**src/rtl/spi_oled_rx_monitor.sv**
```systemverilog
// spi_oled_rx_monitor: oversampled SPI mode-0 byte receiver with D/C tagging, FIFO and sticky status.
// Define SPI_OLED_RX_ECHO_EN to echo the previously completed byte on spi_miso.
module spi_oled_rx_monitor #(
    parameter int FIFO_DEPTH = 4,
    parameter int CNT_W      = 16
) (
    input  logic             clk,
    input  logic             rst_n,
    input  logic             spi_cs,
    input  logic             spi_clk,
    input  logic             spi_mosi,
    input  logic             oled_dc,
    output logic [7:0]       rx_data,
    output logic             rx_is_data,
    output logic             rx_valid,
    input  logic             rx_ready,
    input  logic             clr_status,
    output logic             overflow,
    output logic             frame_err,
    output logic [CNT_W-1:0] rx_count,
    output logic             spi_miso
);
    localparam int AW = $clog2(FIFO_DEPTH);

    typedef enum logic {IDLE, SHIFT} state_t;

    logic [2:0]       cs_q, sclk_q;
    logic [1:0]       mosi_q, dc_q;
    state_t           state_q;
    logic [2:0]       cnt_q;
    logic [6:0]       sh_q;
    logic [8:0]       mem_q [FIFO_DEPTH];
    logic [AW:0]      wr_q, rd_q;
    logic             overflow_q, frame_err_q;
    logic [CNT_W-1:0] count_q;

    logic cs_s, cs_rise, sclk_rise, byte_done, ferr_set;
    logic full, empty, pop, push_ok, ovf_set;

    assign cs_s      = cs_q[1];
    assign cs_rise   = cs_q[1] & ~cs_q[2];
    assign sclk_rise = sclk_q[1] & ~sclk_q[2];
    assign byte_done = (state_q == SHIFT) && !cs_s && sclk_rise && (cnt_q == 3'd7);
    assign ferr_set  = (state_q == SHIFT) && cs_rise && (cnt_q != 3'd0);

    assign empty    = (wr_q == rd_q);
    assign full     = (wr_q[AW] != rd_q[AW]) && (wr_q[AW-1:0] == rd_q[AW-1:0]);
    assign pop      = rx_valid && rx_ready;
    assign push_ok  = byte_done && (!full || pop);
    assign ovf_set  = byte_done && full && !pop;

    assign rx_valid               = !empty;
    assign {rx_is_data, rx_data}  = mem_q[rd_q[AW-1:0]];
    assign overflow               = overflow_q;
    assign frame_err              = frame_err_q;
    assign rx_count               = count_q;

    always_ff @(posedge clk or negedge rst_n) begin
        if (!rst_n) begin
            cs_q   <= 3'b111;
            sclk_q <= 3'b000;
            mosi_q <= 2'b00;
            dc_q   <= 2'b00;
        end else begin
            cs_q   <= {cs_q[1:0], spi_cs};
            sclk_q <= {sclk_q[1:0], spi_clk};
            mosi_q <= {mosi_q[0], spi_mosi};
            dc_q   <= {dc_q[0], oled_dc};
        end
    end

    // SCLK edges are only honoured while CS stays low; a CS rise aborts any partial byte
    always_ff @(posedge clk or negedge rst_n) begin
        if (!rst_n) begin
            state_q <= IDLE;
            cnt_q   <= 3'd0;
            sh_q    <= 7'd0;
        end else begin
            case (state_q)
                IDLE: begin
                    cnt_q <= 3'd0;
                    if (!cs_s) state_q <= SHIFT;
                end
                default: begin
                    if (cs_rise) begin
                        state_q <= IDLE;
                        cnt_q   <= 3'd0;
                    end else if (sclk_rise) begin
                        sh_q  <= {sh_q[5:0], mosi_q[1]};
                        cnt_q <= cnt_q + 3'd1;
                    end
                end
            endcase
        end
    end

    always_ff @(posedge clk or negedge rst_n) begin
        if (!rst_n) begin
            for (int i = 0; i < FIFO_DEPTH; i++) mem_q[i] <= 9'd0;
            wr_q        <= '0;
            rd_q        <= '0;
            overflow_q  <= 1'b0;
            frame_err_q <= 1'b0;
            count_q     <= '0;
        end else begin
            if (push_ok) begin
                mem_q[wr_q[AW-1:0]] <= {dc_q[1], sh_q, mosi_q[1]};
                wr_q                <= wr_q + 1'b1;
                count_q             <= count_q + 1'b1;
            end
            if (pop) rd_q <= rd_q + 1'b1;
            overflow_q  <= ovf_set | (overflow_q & ~clr_status);
            frame_err_q <= ferr_set | (frame_err_q & ~clr_status);
        end
    end

`ifdef SPI_OLED_RX_ECHO_EN
    logic [7:0] echo_q, tx_q;
    logic       cs_fall, sclk_fall;

    assign cs_fall   = ~cs_q[1] & cs_q[2];
    assign sclk_fall = ~sclk_q[1] & sclk_q[2];
    assign spi_miso  = tx_q[7];

    // at a byte boundary the falling edge reloads the shifter with the byte just completed
    always_ff @(posedge clk or negedge rst_n) begin
        if (!rst_n) begin
            echo_q <= 8'd0;
            tx_q   <= 8'd0;
        end else begin
            if (byte_done) echo_q <= {sh_q, mosi_q[1]};
            if (cs_fall) tx_q <= echo_q;
            else if (state_q == SHIFT && !cs_s && sclk_fall)
                tx_q <= (cnt_q == 3'd0) ? echo_q : {tx_q[6:0], 1'b0};
        end
    end
`else
    assign spi_miso = 1'b0;
`endif
endmodule

```
**config.mk**
```make
export PLATFORM = sky130hd
export DESIGN_NAME = spi_oled_rx_monitor
export DESIGN_NICKNAME = d
export VERILOG_FILES = /design/src/rtl/spi_oled_rx_monitor.sv
export SDC_FILE = /design/constraint.sdc
export NUM_CORES = 1
export LEC_CHECK = 0
export ABC_AREA = 1
export BUFFER_PORTS_ARGS = -buffer_cell sky130_fd_sc_hd__buf_4
export CORE_UTILIZATION = 38
export CTS_CLUSTER_SIZE = 20
export DETAILED_ROUTE_END_ITERATION = 6
export SLEW_MARGIN = 30
export SYNTH_ARGS = -nofsm -noshare
export SYNTH_HDL_FRONTEND = slang
export SYNTH_SLANG_ARGS = --single-unit
```
**constraint.sdc**
```tcl
create_clock -name clk -period 1.5 [get_ports clk]
set_input_delay 0.075 -clock clk [delete_from_list [all_inputs] [get_ports clk]]
set_output_delay 0.075 -clock clk [all_outputs]
set_load 0.05 [all_outputs]
```
==> flow_summary.json <==
{
  "grt_max_degree": 44,
  "ys_types": 27,
  "firstDrtPassIters": 4,
  "core_area_um2": 10200,
  "timing.rr.end": "mem_q[26]",
  "cp-start-kind": "flip-flop",
  "ir_worst_vdd_mv": 0.803,
  "rsz0062_at_grt": "yes",
  "clockBufferDepth": 2,
  "post-route-period-util_pct": 108,
  "hold_violations": 0,
  "cts_buffers": 9,
  "fin_skew_ns": 0.0121,
  "worst_hold_slack_ns": 0.145,
  "die_area_um2": 10900,
  "cts_tree": "done",
  "port_buffers": 35,
  "syn_area_um2": 3980,
  "synth-edff-count": 0,
  "synthCells": 472,
  "cp.arrival_ns": 1.54,
  "wire_per_inst_um": 14.8,
  "cellPowerDensity_nw_per_um2": 1240,
  "diodes": 0,
  "design_area_um2": 5560,
  "reg2regPathDepth": 9,
  "postSynthAreaPerCell_um2": 8.44,
  "ant_nets": 0,
  "slew_violations": 0,
  "r2r_setup_slack_ns": -0.08,
  "drc_errors": 0,
  "wl_mm": 10.3,
  "row_count": 37,
  "drt_iter0_markers": 162,
  "chipHeight_um": 104,
  "hp-class": "primary input to async pin",
  "ys_warn_count": 0,
  "path_class": "flip-flop to output port",
  "path_max_fanout": 19,
  "cts.sinks": 81,
  "final_common_cell": "nand2_1",
  "worstSkewPairLatency_ns": 0.36,
  "syn_to_final_growth_pct": 39.6,
  "first_global_vias": 3434,
  "path_clk_slew_ns": 0.09,
  "initial_core_util_pct": 38.9,
  "layout_common_cells": "nand2_1, dfrtp_1, buf_4",
  "post_dp_cell_area_um2": 4710,
  "max_freq_mhz": 619,
  "htreeDepth": 3,
  "final_nets": 571,
  "ys_ff_latch": 81,
  "viasPerCell": 5.04,
  "gp_congestion": 0.809,
  "dp_hpwl_mm": 6.58,
  "layout-drive-gt1-share_pct": 34.0,
  "status": "finished with violations",
  "leakagePower_uw": 0.00263,
  "grtUsageTotal_pct": 20.4,
  "async_flop_share_pct": 100,
  "end_kind": "output port",
  "io_pins": 37,
  "seq_area_frac_synth_pct": 51.0,
  "antenna_found_initial": 0,
  "ys.flop_type": "dfrtp_1",
  "failed_checks": "setup timing",
  "worst_slack_ns": -0.116,
  "r2r-start": "cnt_q[1]",
  "synth_nets": 489,
  "route.vias.total": 3505,
  "cts_root_buf": "clkbuf_8",
  "required_ns": 1.42,
  "drv_cap": 0,
  "grt_pass1_wl_mm": 17.4,
  "setup_viol": 48,
  "die_x_um": 104,
  "fin_crit_ns": 1.62,
  "overflow": 0
}
-- critical path, cell delays in order, from the launching register on --
cell and delay [ns]:
dfrtp_1 0.44, inv_2 0.11, buf_12 0.16, nor2_1 0.09, o22ai_4 0.19, buf_6 0.18
-- cell type report --
cell class                      count  area [um^2]
Fill cell                         931         4670
Multi-Input combinational cell    343         2100
Sequential cell                    81         2040
Timing Repair Buffer               89          967
Tap cell                          136          170
Clock buffer                       11          131
Inverter                           30          125
Clock inverter                      5         32.5
-- cell usage after synthesis (2+ instances only) --
master,number,area share (%)
a21oi_1,3,0.38
buf_1,5,0.47
dfrtp_1,78,49
o22ai_1,11,1.7
nor2_1,38,3.6
dfstp_2,3,2.0
nand4_1,41,6.4
o21ai_0,31,3.9
xor2_1,5,1.1
clkbuf_1,3,0.28
nand2_4,2,0.57
xnor2_1,7,1.5
inv_2,3,0.28
nand3_4,4,1.8
buf_6,4,1.1
inv_1,27,2.5
nand2_1,172,16
ha_1,9,2.8
buf_4,3,0.57
buf_2,7,0.88
nand3_1,10,1.3
-- flip-flops by register name (all words and copies together), names as in the netlist --
register and count:
sh_q 7, rx_count 16, state_q 1, wr_q 3, mosi_q 2, frame_err 1
cs_q 3, overflow 1, mem_q 36, dc_q 2, rd_q 3, cnt_q 3
sclk_q 3
-- per-layer routing --
layer | wire, um | vias to the layer above | GRT usage [%]
met5 | 0 | - | 0
met4 | 53 | 0 | 8.37
met3 | 586 | 4 | 3.26
met2 | 4970 | 91 | 31.2
met1 | 4670 | 1694 | 28.7
li1 | - | 1716 | -
-- where the power goes --
part           internal (uW)  leakage, uW  switching (uW)
clock                    596    0.0000753             796
sequential              2300      0.00106             167
combinational           1170      0.00149            1850
total                   4060      0.00263            2810
-- cell families (layout without fill, tap and decap cells) --
kind of cell / Yosys count / count (layout) / share of synthesized area, %
and+or+nand+nor: 271 / 275 / 31.0
DFF: 81 / 81 / 51.0
buffers and inverters: 52 / 135 / 6.16
AOI/OAI and AO/OA: 45 / 45 / 6.00
xor gates and xnor gates: 12 / 12 / 2.64
adders and majority gates: 9 / 9 / 2.83
other: 1 / 1 / 0.0941
muxes: 1 / 1 / 0.283
-- per-stage QoR --
step | util [%] | instances | worst slack [ns] | total power, uW | TNS (ns)
after CTS | 52.1 | 689 | -0.102 | 6790 | -1.53
after floorplan | - | 472 | -0.00246 | 4340 | -0.00246
after global routing | 54.4 | 695 | -0.175 | 7240 | -7.57
after global placement | 46.1 | 651 | -0.00688 | 5020 | -0.0175
final | 54.4 | 695 | -0.116 | 6870 | -1.94
after detailed placement | 46.1 | 651 | -0.0559 | 5050 | -0.720
-- worst max-delay path by stage --
stage,slack (ns),end,from
after detailed placement,-0.06,mem_q[33],cnt_q[1]
after CTS,-0.10,rx_data[0],rd_q[0]
final,-0.12,rx_data[5],rd_q[0]
after floorplan,-0.002,rx_data[0],rd_q[0]
after global routing,-0.17,rx_data[2],rd_q[0]
after global placement,-0.007,mem_q[30],cnt_q[0]
-- repair_timing --
action                                 in CTS  in global routing
cloned                                      7                  2
endpoints found under the hold margin      85                  0
setup endpoints to repair                  48                 65
gates resized for setup                    63                 59
hold buffers                                7                  0
pin swaps                                  14                 30
setup buffers                               8                  5
Power figures use the tool's default switching activity.
